### config.mk
export PLATFORM = sky130hd
export DESIGN_NAME = fb_arbiter
export DESIGN_NICKNAME = d
export VERILOG_FILES = /design/src/rtl/fb_arbiter_pkg.sv /design/src/rtl/fb_arb_starve_ctr.sv /design/src/rtl/fb_arbiter.sv
export SDC_FILE = /design/constraint.sdc
export NUM_CORES = 1
export LEC_CHECK = 0
export CAP_MARGIN = 20
export CORE_ASPECT_RATIO = 2
export CORE_MARGIN = 2
export CORE_UTILIZATION = 36
export CTS_CLUSTER_SIZE = 14
export DETAILED_ROUTE_END_ITERATION = 8
export GPL_TIMING_DRIVEN = 0
export HOLD_SLACK_MARGIN = 0.08
export PLACE_DENSITY = 0.9
export SLEW_MARGIN = 20
export SYNTH_ARGS = -nofsm -noshare
export SYNTH_HDL_FRONTEND = slang
export SYNTH_SLANG_ARGS = --single-unit
### constraint.sdc
create_clock -name clk -period 2.3 [get_ports clk]
set_clock_uncertainty 0.05 [all_clocks]
set_input_delay 0.46 -clock clk [delete_from_list [all_inputs] [get_ports clk]]
set_output_delay 0.46 -clock clk [all_outputs]
set_load 0.01 [all_outputs]
### src/rtl/fb_arbiter_pkg.sv
// Shared types and defaults for the framebuffer arbiter: owner encoding,
// pipeline tag layout and the default starvation limit.
package fb_arbiter_pkg;

    localparam int unsigned STARVE_LIM_DEFAULT = 8;

    typedef enum logic {
        OWNER_DISP = 1'b0,
        OWNER_CPU  = 1'b1
    } owner_e;

    typedef struct packed {
        logic   valid;
        owner_e owner;
        logic   is_read;
    } pipe_tag_t;

    localparam pipe_tag_t PIPE_IDLE = '{valid: 1'b0, owner: OWNER_DISP, is_read: 1'b0};

    // True when a tag leaving the pipeline carries read data for requester o.
    function automatic logic tag_returns(input pipe_tag_t t, input owner_e o);
        return t.valid && t.is_read && (t.owner == o);
    endfunction

endpackage

### src/rtl/fb_arb_starve_ctr.sv
// Saturating CPU starvation counter; expired flags that the CPU has waited
// STARVE_LIM consecutive cycles. Only instantiated under FB_ARB_STARVE_EN.
module fb_arb_starve_ctr
    import fb_arbiter_pkg::*;
#(
    parameter int unsigned STARVE_LIM = STARVE_LIM_DEFAULT
) (
    input  logic clk,
    input  logic reset,
    input  logic waiting,
    input  logic clear,
    output logic expired
);

    localparam logic [7:0] LIM = 8'(STARVE_LIM);

    logic [7:0] count;

    // NOTE: clocked state is written with <= so every register samples the
    // pre-edge value of its inputs, independent of statement order.
    always_ff @(posedge clk or posedge reset) begin
        if (reset) begin
            count <= '0;
        end else if (clear) begin
            count <= '0;
        end else if (waiting && (count != LIM)) begin
            count <= count + 8'd1;
        end
    end

    assign expired = (count == LIM);

endmodule

### src/rtl/fb_arbiter.sv
// Two-requester framebuffer arbiter (display fetch vs CPU) with a two-stage
// owner pipeline; define FB_ARB_STARVE_EN to add the forced CPU slot.
module fb_arbiter
    import fb_arbiter_pkg::*;
#(
    parameter int unsigned ADDR_W     = 18,
    parameter int unsigned DATA_W     = 16,
    parameter int unsigned STARVE_LIM = STARVE_LIM_DEFAULT
) (
    input  logic              clk,
    input  logic              reset,
    input  logic              disp_req,
    input  logic [ADDR_W-1:0] disp_addr,
    output logic              disp_gnt,
    output logic              disp_rvalid,
    output logic [DATA_W-1:0] disp_rdata,
    input  logic              cpu_req,
    input  logic              cpu_we,
    input  logic [ADDR_W-1:0] cpu_addr,
    input  logic [DATA_W-1:0] cpu_wdata,
    output logic              cpu_gnt,
    output logic              cpu_rvalid,
    output logic [DATA_W-1:0] cpu_rdata,
    output logic [ADDR_W-1:0] mem_addr,
    output logic              mem_we,
    output logic [DATA_W-1:0] mem_wdata,
    input  logic [DATA_W-1:0] mem_rdata,
    output logic              vga_hold
);

    // Range is validated in both builds so flipping the macro never
    // exposes a bad value late.
    if (STARVE_LIM < 1 || STARVE_LIM > 255) begin : g_lim_check
        $error("fb_arbiter: STARVE_LIM must be in 1..255");
    end

    logic      forced;
    pipe_tag_t grant_tag;
    pipe_tag_t stage1;
    pipe_tag_t stage2;

`ifdef FB_ARB_STARVE_EN
    logic cpu_expired;

    fb_arb_starve_ctr #(
        .STARVE_LIM (STARVE_LIM)
    ) u_starve_ctr (
        .clk     (clk),
        .reset   (reset),
        .waiting (cpu_req & ~cpu_gnt),
        .clear   (cpu_gnt | ~cpu_req),
        .expired (cpu_expired)
    );

    assign forced = cpu_expired & cpu_req & ~reset;
`else
    assign forced = 1'b0;
`endif

    assign vga_hold = forced;

    // NOTE: every output of a combinational block gets a default first so no
    // path through the if/else leaves a value held, which would infer a latch.
    always_comb begin
        disp_gnt  = 1'b0;
        cpu_gnt   = 1'b0;
        grant_tag = PIPE_IDLE;
        if (!reset) begin
            if (forced) begin
                cpu_gnt = 1'b1;
            end else if (disp_req) begin
                disp_gnt = 1'b1;
            end else if (cpu_req) begin
                cpu_gnt = 1'b1;
            end
        end
        if (disp_gnt) begin
            grant_tag = '{valid: 1'b1, owner: OWNER_DISP, is_read: 1'b1};
        end else if (cpu_gnt) begin
            grant_tag = '{valid: 1'b1, owner: OWNER_CPU, is_read: ~cpu_we};
        end
    end

    // Stage1 lines up with the registered address, stage2 with mem_rdata.
    always_ff @(posedge clk or posedge reset) begin
        if (reset) begin
            stage1 <= PIPE_IDLE;
            stage2 <= PIPE_IDLE;
        end else begin
            stage1 <= grant_tag;
            stage2 <= stage1;
        end
    end

    // Address and write data hold across idle cycles; only mem_we drops.
    always_ff @(posedge clk or posedge reset) begin
        if (reset) begin
            mem_addr  <= '0;
            mem_we    <= 1'b0;
            mem_wdata <= '0;
        end else begin
            mem_we <= cpu_gnt & cpu_we;
            if (disp_gnt) begin
                mem_addr <= disp_addr;
            end else if (cpu_gnt) begin
                mem_addr <= cpu_addr;
                if (cpu_we) begin
                    mem_wdata <= cpu_wdata;
                end
            end
        end
    end

    assign disp_rvalid = tag_returns(stage2, OWNER_DISP);
    assign cpu_rvalid  = tag_returns(stage2, OWNER_CPU);
    assign disp_rdata  = disp_rvalid ? mem_rdata : '0;
    assign cpu_rdata   = cpu_rvalid  ? mem_rdata : '0;

endmodule

==> flow_summary.yaml <==
status:
  status: "finished, final reports clean"
clock_network:
  cts.clk_slew.worst_paths_ps: 60
  numCtsBuffers: 5
  htree_levels: 2
  ctsRootBufferMaster: "clkbuf_16"
  numClockSinks: 41
  worstSkewPairLatency_ps: 280
  cts_tree: "yes"
  clockBufferDepth: 2
synth:
  synth_fp_nets: 286
  yosysSeqAreaShare_pct: 48.0
  syn_avg_cell_area_um2: 10.0
  yosysWarningCount: 0
  ys_seq_elements: 41
  ys_types: 21
  synth_cells: 213
  mappedNetlistArea_mm2: 0.00214
critical_path:
  crit_arrival_ps: 1710
  criticalPathCategory: "flip-flop to primary output"
  r2r_slack_ps: 1470
  start_kind: "flip-flop"
  cp-end-kind: "primary output"
  worst-path-max-fanout: 10
  cp.required_ps: 1790
timing:
  max_slew_margin_pct: 66.4
  finalSetupViolations: 0
  hold_viol: 0
  min_period_ps: 2220
  hold_ws_ps: 301
  fmax_mhz: 450
  fin_crit_sh_pct: 96.7
  tightest_slew_ps: 504
  setup_tns_ps: 0
  setup_slack_ps: 76.4
  drv_slew: 0
layout:
  drive_above_1_share_pct: 11.6
  final_common_cell: "clkdlybuf4s50_1"
  area_delta_synth_final_pct: 78.5
  fin_nets: 433
  utilization_pct: 66.8
  finalInstanceArea_mm2: 0.00381
  n_antenna_cell: 0
  final_cell_mix: "clkdlybuf4s50_1, dfrtp_1, nor2_1"
die:
  boundaryPins: 145
  rows: 39
  die_h_um: 113
  initial_utilization_pct: 37.4
  core_area_mm2: 0.00571
  die-area_mm2: 0.00660
  fp.dieW_um: 58.5
grt:
  antenna_found_initial: 0
  grt_pass1_vias: 2146
  grt_pass1_wl_um: 10500
  overflow: 0
  grt_max_degree: 23
  grt_usage_pct: 20.6
job:
  max_cap_violations: 0
drt:
  drt_wl_total_um: 6610
  ant_nets: 0
  first_pass_iters: 4
  wl_per_cell_um: 15.7
  drtIter0Drc: 60
  avgViaCountPerCell: 5.02
  vias: 2118
  drc: 0
placement:
  pre_cts_ws_ps: -350
  port-buffer-count: 141
  place_hpwl_um: 5260
  gp_congestion: 0.762
  placed_area_mm2: 0.00365
power:
  power.density_mw_per_mm2: 589
  ir_worst_vdd_mv: 0.571
  leakagePower_nw: 1.59
worst_hold_path:
  hold_class: "flip-flop to flip-flop"
[Yosys cell counts]
cell	count	share of area (%)
buf_4	1	0.35
o21a_1	1	0.35
nor2b_1	2	0.59
dfrtp_1	41	48
buf_12	1	0.94
buf_6	2	1.1
nor4b_1	18	7.4
clkbuf_1	14	2.5
mux2_2	7	3.7
o21bai_2	1	0.53
nor4bb_4	1	1.2
nand2_1	17	3.0
nor2_1	34	6.0
inv_1	21	3.7
nand2b_1	1	0.29
buf_2	2	0.47
nor3b_1	20	7.0
buf_1	1	0.18
conb_1	1	0.18
mux2_4	9	6.3
a211oi_1	18	6.3
[registers in the layout, summed over array words and instances (netlist names)]
register   flops
stage1         3
mem_we         1
mem_addr      18
mem_wdata     16
stage2         3
[path summary, 6_finish.rpt]
check,cells past startpoint,startpoint,to
max in group asynchronous,4,reset,mem_wdata[14]
min,0,stage1[1],stage2[1]
max reg2reg,1,mem_wdata[4],mem_wdata[4]
min reg2reg,0,stage1[1],stage2[1]
max,4,stage2[1],disp_rdata[9]
min in group asynchronous,3,reset,stage2[0]
[layer usage]
layer	global-route usage, %	vias to the layer above	wire length, um
li1	-	1005	-
met1	20.1	991	2090
met2	39.2	111	3830
met3	5.49	11	553
met4	7.60	0	134
met5	0	-	0
[cell families after synthesis]
logic type | share of synthesized area [%]
muxes | 10.0
and+or+nand+nor | 25.4
other | 0.176
DFF | 48.0
buffers and inverters | 9.14
AOI/OAI and AO/OA | 7.21
[critical path, stage by stage, from the launching register on]
cell	delay, ps
dfrtp_1	390
nand2b_4	180
clkbuf_4	200
nor2_1	120
clkdlybuf4s50_1	540
[metrics by stage]
stage | std cells | total power, mW
after floorplan | 213 | 1.16
after global placement | 415 | 1.56
after detailed placement | 416 | 1.58
after CTS | 421 | 2.27
after global routing | 422 | 2.35
final | 422 | 2.25
[timing repair]
action / CTS / global route
setup endpoints to repair: 23 / 15
resized for setup: 10 / 6
setup buffers: 0 / 2
hold buffers: 0 / 0
pin swaps: 0 / 0
cloned: 0 / 0
[power by group]
part | internal [mW] | switching [mW]
combinational | 0.429 | 0.252
sequential | 0.831 | 0.0607
clock | 0.398 | 0.274
[area by class of cell]
| type | instances | area [um2] |
|---|---|---|
| repair buffers | 144 | 1450 |
| clock inverters | 2 | 10.0 |
| plain buffers | 17 | 113 |
| well taps | 61 | 76.3 |
| multi-input cells | 130 | 925 |
| clock buffers | 6 | 129 |
| flip-flops and latches | 41 | 1030 |
| inverters | 21 | 78.8 |
| fillers | 454 | 1900 |
Note: power is estimated with default switching activity, not from simulation.
